[src/rtl/hazard_forward_unit_if.sv]
// rtl/hazard_forward_unit_if.sv - ID-stage decode in, forwarding/stall control out
interface hazard_forward_unit_if #(
    parameter int RA_W = 5
);
    logic            rf_le_id;
    logic            l_id;
    logic [RA_W-1:0] ird_id;
    logic [RA_W-1:0] ra_id;
    logic [RA_W-1:0] rb_id;
    logic            use_ra;
    logic            use_rb;
    logic            j_ex;
    logic [1:0]      fw_a_sel;
    logic [1:0]      fw_b_sel;
    logic            nop_sel;
    logic            pc_le;
    logic            ifid_le;
    logic            ifid_clr;

    // master: pipeline/CU side; slave: the hazard unit
    modport master (
        output rf_le_id, l_id, ird_id, ra_id, rb_id, use_ra, use_rb, j_ex,
        input  fw_a_sel, fw_b_sel, nop_sel, pc_le, ifid_le, ifid_clr
    );

    modport slave (
        input  rf_le_id, l_id, ird_id, ra_id, rb_id, use_ra, use_rb, j_ex,
        output fw_a_sel, fw_b_sel, nop_sel, pc_le, ifid_le, ifid_clr
    );
endinterface

[src/rtl/hazard_forward_unit.sv]
// rtl/hazard_forward_unit.sv - operand forwarding, load-use stall and jump squash control
// Tracks its own EX/MEM/WB shadow of destination/write-enable/load so only ID decode is needed.
module hazard_forward_unit #(
    parameter int RA_W       = 5,
    parameter int LU_STALL   = 1,
    parameter int DELAY_SLOT = 1
) (
    input  logic                 clk,
    input  logic                 reset,
    hazard_forward_unit_if.slave hif
);

    logic            v_ex, le_ex, ld_ex;
    logic [RA_W-1:0] rd_ex;
    logic            v_mem, le_mem, ld_mem;
    logic [RA_W-1:0] rd_mem;
    logic            v_wb, le_wb;
    logic [RA_W-1:0] rd_wb;

    logic [1:0] scnt;
    logic       haz_ex, haz_mem, hazard, stall;
    logic [1:0] fw_a, fw_b;
    logic [1:0] fw_a_out, fw_b_out;
    logic       nop, pc_le, ifid_le, ifid_clr;

    function automatic logic [1:0] fwd_sel(
        input logic            use_s,
        input logic [RA_W-1:0] src,
        input logic            ve, input logic le_e, input logic [RA_W-1:0] rde,
        input logic            vm, input logic le_m, input logic [RA_W-1:0] rdm,
        input logic            vw, input logic le_w, input logic [RA_W-1:0] rdw
    );
        // GR0 is hardwired zero and never forwarded
        if (!use_s || src == '0)               return 2'b00;
        else if (ve && le_e && rde == src)     return 2'b01;
        else if (vm && le_m && rdm == src)     return 2'b10;
        else if (vw && le_w && rdw == src)     return 2'b11;
        else                                   return 2'b00;
    endfunction

    function automatic logic ld_match(
        input logic            ld,
        input logic            le,
        input logic [RA_W-1:0] rd,
        input logic            ua,
        input logic            ub,
        input logic [RA_W-1:0] ra,
        input logic [RA_W-1:0] rb
    );
        return ld && le && (rd != '0) && ((ua && ra == rd) || (ub && rb == rd));
    endfunction

    always_comb begin
        fw_a = fwd_sel(hif.use_ra, hif.ra_id,
                       v_ex, le_ex, rd_ex, v_mem, le_mem, rd_mem, v_wb, le_wb, rd_wb);
        fw_b = fwd_sel(hif.use_rb, hif.rb_id,
                       v_ex, le_ex, rd_ex, v_mem, le_mem, rd_mem, v_wb, le_wb, rd_wb);
    end

    always_comb begin
        haz_ex  = ld_match(ld_ex, le_ex, rd_ex, hif.use_ra, hif.use_rb, hif.ra_id, hif.rb_id);
        haz_mem = (LU_STALL == 2) &&
                  ld_match(ld_mem, le_mem, rd_mem, hif.use_ra, hif.use_rb, hif.ra_id, hif.rb_id);
        hazard  = haz_ex || haz_mem;
        // a taken jump squashes the stalled instruction anyway, so it overrides the stall
        stall   = (hazard || scnt != 2'd0) && !hif.j_ex;
    end

    always_comb begin
        fw_a_out = 2'b00;
        fw_b_out = 2'b00;
        nop      = 1'b0;
        pc_le    = 1'b1;
        ifid_le  = 1'b1;
        ifid_clr = 1'b0;
        if (reset) begin
            nop      = 1'b1;
            pc_le    = 1'b0;
            ifid_le  = 1'b0;
            ifid_clr = 1'b1;
        end else begin
            fw_a_out = fw_a;
            fw_b_out = fw_b;
            if (hif.j_ex) begin
                ifid_clr = 1'b1;
                nop      = (DELAY_SLOT == 0);
            end else if (stall) begin
                nop     = 1'b1;
                pc_le   = 1'b0;
                ifid_le = 1'b0;
            end
        end
    end

    assign hif.fw_a_sel = fw_a_out;
    assign hif.fw_b_sel = fw_b_out;
    assign hif.nop_sel  = nop;
    assign hif.pc_le    = pc_le;
    assign hif.ifid_le  = ifid_le;
    assign hif.ifid_clr = ifid_clr;

    always_ff @(posedge clk) begin
        if (reset) begin
            v_ex   <= 1'b0;
            le_ex  <= 1'b0;
            ld_ex  <= 1'b0;
            rd_ex  <= '0;
            v_mem  <= 1'b0;
            le_mem <= 1'b0;
            ld_mem <= 1'b0;
            rd_mem <= '0;
            v_wb   <= 1'b0;
            le_wb  <= 1'b0;
            rd_wb  <= '0;
            scnt   <= 2'd0;
        end else begin
            // a bubble enters EX with no write and no load
            v_ex   <= !nop;
            le_ex  <= hif.rf_le_id && !nop;
            ld_ex  <= hif.l_id && !nop;
            rd_ex  <= hif.ird_id;
            v_mem  <= v_ex;
            le_mem <= le_ex;
            ld_mem <= ld_ex;
            rd_mem <= rd_ex;
            v_wb   <= v_mem;
            le_wb  <= le_mem;
            rd_wb  <= rd_mem;

            // reload only from idle so an ongoing countdown is not re-armed by the same load
            if (hif.j_ex)
                scnt <= 2'd0;
            else if (scnt != 2'd0)
                scnt <= scnt - 2'd1;
            else if (hazard)
                scnt <= 2'(LU_STALL - 1);
        end
    end

endmodule

[src/flat_wrapper.sv]
// flat-port wrapper written by rule: the top's interface ports become plain ports
module hazard_forward_unit_flat 
#(
    parameter int RA_W       = 5,
    parameter int LU_STALL   = 1,
    parameter int DELAY_SLOT = 1
)
  (clk, reset, hif_rf_le_id, hif_l_id, hif_ird_id, hif_ra_id, hif_rb_id, hif_use_ra, hif_use_rb, hif_j_ex, hif_fw_a_sel, hif_fw_b_sel, hif_nop_sel, hif_pc_le, hif_ifid_le, hif_ifid_clr);
  hazard_forward_unit_if #(.RA_W(RA_W)) hif_i ();
  input  logic clk;
  input  logic reset;
  input wire logic [$bits(hif_i.rf_le_id)-1:0] hif_rf_le_id;
  input wire logic [$bits(hif_i.l_id)-1:0] hif_l_id;
  input wire logic [$bits(hif_i.ird_id)-1:0] hif_ird_id;
  input wire logic [$bits(hif_i.ra_id)-1:0] hif_ra_id;
  input wire logic [$bits(hif_i.rb_id)-1:0] hif_rb_id;
  input wire logic [$bits(hif_i.use_ra)-1:0] hif_use_ra;
  input wire logic [$bits(hif_i.use_rb)-1:0] hif_use_rb;
  input wire logic [$bits(hif_i.j_ex)-1:0] hif_j_ex;
  output wire logic [$bits(hif_i.fw_a_sel)-1:0] hif_fw_a_sel;
  output wire logic [$bits(hif_i.fw_b_sel)-1:0] hif_fw_b_sel;
  output wire logic [$bits(hif_i.nop_sel)-1:0] hif_nop_sel;
  output wire logic [$bits(hif_i.pc_le)-1:0] hif_pc_le;
  output wire logic [$bits(hif_i.ifid_le)-1:0] hif_ifid_le;
  output wire logic [$bits(hif_i.ifid_clr)-1:0] hif_ifid_clr;
  assign hif_i.rf_le_id = hif_rf_le_id;
  assign hif_i.l_id = hif_l_id;
  assign hif_i.ird_id = hif_ird_id;
  assign hif_i.ra_id = hif_ra_id;
  assign hif_i.rb_id = hif_rb_id;
  assign hif_i.use_ra = hif_use_ra;
  assign hif_i.use_rb = hif_use_rb;
  assign hif_i.j_ex = hif_j_ex;
  assign hif_fw_a_sel = hif_i.fw_a_sel;
  assign hif_fw_b_sel = hif_i.fw_b_sel;
  assign hif_nop_sel = hif_i.nop_sel;
  assign hif_pc_le = hif_i.pc_le;
  assign hif_ifid_le = hif_i.ifid_le;
  assign hif_ifid_clr = hif_i.ifid_clr;
  hazard_forward_unit #(.RA_W(RA_W), .LU_STALL(LU_STALL), .DELAY_SLOT(DELAY_SLOT)) u_core (.clk(clk), .reset(reset), .hif(hif_i));
endmodule
[config.mk]
export PLATFORM = sky130hd
export DESIGN_NAME = hazard_forward_unit_flat
export DESIGN_NICKNAME = d
export VERILOG_FILES = /design/src/rtl/hazard_forward_unit_if.sv /design/src/rtl/hazard_forward_unit.sv /design/src/flat_wrapper.sv
export SDC_FILE = /design/constraint.sdc
export NUM_CORES = 1
export LEC_CHECK = 0
export CAP_MARGIN = 10
export CORE_UTILIZATION = 35
export DETAILED_ROUTE_END_ITERATION = 10
export GPL_TIMING_DRIVEN = 1
export MAX_ROUTING_LAYER = met4
export PLACE_DENSITY = 0.56
export SYNTH_ARGS = -nofsm -noshare
export SYNTH_HDL_FRONTEND = slang
export SYNTH_SLANG_ARGS = --single-unit
[constraint.sdc]
create_clock -name clk -period 2.3 [get_ports clk]
set_input_delay 0.46 -clock clk [delete_from_list [all_inputs] [get_ports clk]]
set_output_delay 0.46 -clock clk [all_outputs]
set_load 0.02 [all_outputs]
==> results.sh <==
export IMPL_clk_pin_slew_ps=130
export IMPL_dp_hpwl_um=2150
export IMPL_crit_path_top_delay_cell="or3b_1"
export IMPL_reg2reg_from="u_core.rd_ex[1]"
export IMPL_grt_pass1_vias=1060
export IMPL_cts_tree="done"
export IMPL_gp_congestion=0.862
export IMPL_slowest_delay_ps=370
export IMPL_leakagePower_nw=0.719
export IMPL_fin_ws_ps=-28.3
export IMPL_holdPathStages=1
export IMPL_grt_overflow=0
export IMPL_maxSlewHeadroom_pct=80.8
export IMPL_hold_path_endpoint="u_core.scnt[0]"
export IMPL_path_class="flip-flop to output port"
export IMPL_numCtsBuffers=3
export IMPL_violations="negative setup slack"
export IMPL_ioPinCount=30
export IMPL_grt_usage_pct=18.0
export IMPL_ys_warn_count=0
export IMPL_r2r_end="u_core.ld_ex"
export IMPL_via_per_inst=4.61
export IMPL_die_w_um=59.8
export IMPL_synthCells=122
export IMPL_status="complete, but fails checks"
export IMPL_syn_area_um2=1170
export IMPL_layout_min_cycle_time_ps=2330
export IMPL_fp_dieH_um=59.8
export IMPL_max_freq_mhz=429
export IMPL_clock_latency_ps=310
export IMPL_cts_max_path_buffers=2
export IMPL_crit_required_ps=1840
export IMPL_die_area_um2=3570
export IMPL_path_delay_family="simple AND/OR/NAND/NOR gates"
export IMPL_dp_cells=211
export IMPL_drtIter0Drc=13
export IMPL_final_common_cell="buf_4"
export IMPL_min_from="u_core.scnt[0]"
export IMPL_max_vdd_ir_drop_mv=0.194
export IMPL_hold_path_class="flip-flop to flip-flop"
export IMPL_cts_sinks=24
export IMPL_holdWs_ps=444
export IMPL_fp_row_count=20
export IMPL_power_density_nw_per_um2=478
export IMPL_vias=1010
export IMPL_reg2reg_depth=6
export IMPL_ys_seq_area_share_pct=41.2
export IMPL_cp_start_kind="flip-flop"
export IMPL_layout_common_cells="buf_4 (22), nor2b_1 (20), xor2_1 (19), dfxtp_1 (19), xnor2_1 (10)"
export IMPL_routed_wirelength_um=2800
export IMPL_drive_gt1_share_pct=35.4
export IMPL_core_um2=3100
export IMPL_nets=198
export IMPL_setup_viol=3
export IMPL_clock_root_buffer="clkbuf_4"
export IMPL_htreeDepth=1
export IMPL_synthesis_nets=144
export IMPL_rsz0062_at_grt="true"
export IMPL_synth_seq_cells=24
export IMPL_grt_pass1_wl_um=4640
export IMPL_path_cells="xor2_1, or3b_1, o22ai_1, nor3b_2, or2_1, buf_6"
export IMPL_maxCapViolations=0
export IMPL_clock_skew_ps=5.88
export IMPL_drc=0
export IMPL_cp_max_fo=3
export IMPL_drv_slew=0
export IMPL_cp_end_kind="output port"
export IMPL_drtPass1Iterations=4
export IMPL_setup_tns_ps=-39.6
export IMPL_port_buffer_count=29
export IMPL_wire_per_inst_um=12.8
export IMPL_antenna_found_initial=0
export IMPL_syn2layout_area_growth_pct=50.2
export IMPL_grt_max_degree=17
export IMPL_worst_slew_pin_slew_ps=285
export IMPL_start_util_pct=37.6
export IMPL_cp_arrival_ps=1870
export IMPL_r2r_slack_ps=720
export IMPL_diodes=0
export IMPL_finalHoldViolCount=0
export IMPL_avgSynthCellArea_um2=9.57
export IMPL_yosysUniqueCellTypes=27
export IMPL_ant_nets=0
export IMPL_finalNonFillerCells=219
export IMPL_post_route_period_util_pct=101
export IMPL_critPathBufInv=1
sequential cells by signal (all words and copies together), names as in the netlist:
signal         flops
u_core.rd_ex       5
u_core.rd_mem      5
u_core.rd_wb       5
u_core.scnt        2
u_core.ld_ex       1
u_core.le_ex       1
u_core.le_mem      1
u_core.le_wb       1
u_core.v_ex        1
u_core.v_mem       1
u_core.v_wb        1
worst max path at each step:
| stage | start | to | slack (ps) | cells past startpoint |
|---|---|---|---|---|
| 6_report | u_core.rd_ex[1] | hif_nop_sel | -30 | 6 |
| 5_1_grt | u_core.rd_ex[1] | hif_nop_sel | -150 | 6 |
| 4_1_cts | hif_rb_id[1] | hif_fw_b_sel[0] | -100 | 8 |
| 3_5_place_dp | hif_rb_id[2] | hif_fw_b_sel[0] | -800 | 8 |
| 3_3_place_gp | hif_rb_id[2] | hif_fw_b_sel[0] | -800 | 8 |
| 2_1_floorplan | hif_ra_id[0] | hif_pc_le | 140 | 6 |
metal layers:
layer  track usage (%)  wire [um]  share of wire [%]
met1              22.8       1310                 47
met2              29.2       1310                 47
met3              2.16        141                5.0
met4              6.64         27               0.96
met5                 -          0                  0
timing repair:
action	4_1_cts	5_1_grt
setup endpoints to repair	8	7
buffers inserted	2	2
gates resized for setup	76	20
endpoints found under the hold margin	0	0
pin swaps	16	14
hold buffers	0	0
cloned	0	0
per-stage QoR:
step | utilization [%] | power (mW) | instance area (um2) | worst slack (ps)
after floorplan | - | 0.525 | 1170 | 139
after global placement | 52.9 | 0.618 | 1640 | -795
after detailed placement | 52.9 | 0.620 | 1640 | -801
after CTS | 55.6 | 0.845 | 1730 | -101
after global routing | 56.5 | 0.883 | 1750 | -147
final | 56.5 | 0.837 | 1750 | -28.3
synthesized netlist by cell type:
| cell type | instances | area share [%] |
|---|---|---|
| and4_1 | 2 | 1.5 |
| nor2_1 | 7 | 2.3 |
| dfxtp_1 | 24 | 41 |
| nor2b_1 | 21 | 11 |
| o22ai_1 | 1 | 0.54 |
| xnor2_1 | 10 | 7.5 |
| xor2_1 | 20 | 15 |
| nor3_1 | 2 | 0.86 |
| buf_4 | 1 | 0.64 |
| o21ai_1 | 2 | 0.86 |
| a31o_1 | 2 | 1.5 |
| a32oi_1 | 2 | 1.5 |
| nor3b_1 | 2 | 1.3 |
| nor3b_2 | 1 | 1.1 |
| nand2_1 | 1 | 0.32 |
| nand4_1 | 4 | 2.1 |
| o211ai_1 | 1 | 0.64 |
| nor4_1 | 4 | 2.1 |
| a21oi_1 | 2 | 0.86 |
| clkbuf_1 | 2 | 0.64 |
| o21bai_1 | 1 | 0.64 |
| or4_1 | 3 | 1.9 |
| and3_1 | 1 | 0.54 |
| nand3_1 | 2 | 0.86 |
| inv_1 | 1 | 0.32 |
| or3b_1 | 2 | 1.5 |
| or2_1 | 1 | 0.54 |
cell type report:
type | instances | area [um2]
Sequential cell | 24 | 489
Timing Repair Buffer | 52 | 428
Clock buffer | 4 | 36.3
Fill cell | 323 | 1350
Inverter | 1 | 3.75
Tap cell | 44 | 55.1
Multi-Input combinational cell | 94 | 741
logic make-up (layout without fill, tap and decap cells):
kind of cell	Yosys count	count (layout)	share of synthesized area [%]
AOI/OAI and AO/OA	11	11	6.54
xor gates and xnor gates	30	30	22.5
buffers and inverters	4	57	1.61
DFF	24	24	41.2
and+or+nand+nor	53	53	28.2
report_power, final:
part           total (mW)  switching [mW]  internal [mW]
clock               0.216           0.119         0.0966
sequential          0.448          0.0160          0.432
combinational       0.174          0.0766         0.0971
total               0.837           0.212          0.626
Power figures use the tool's default switching activity.
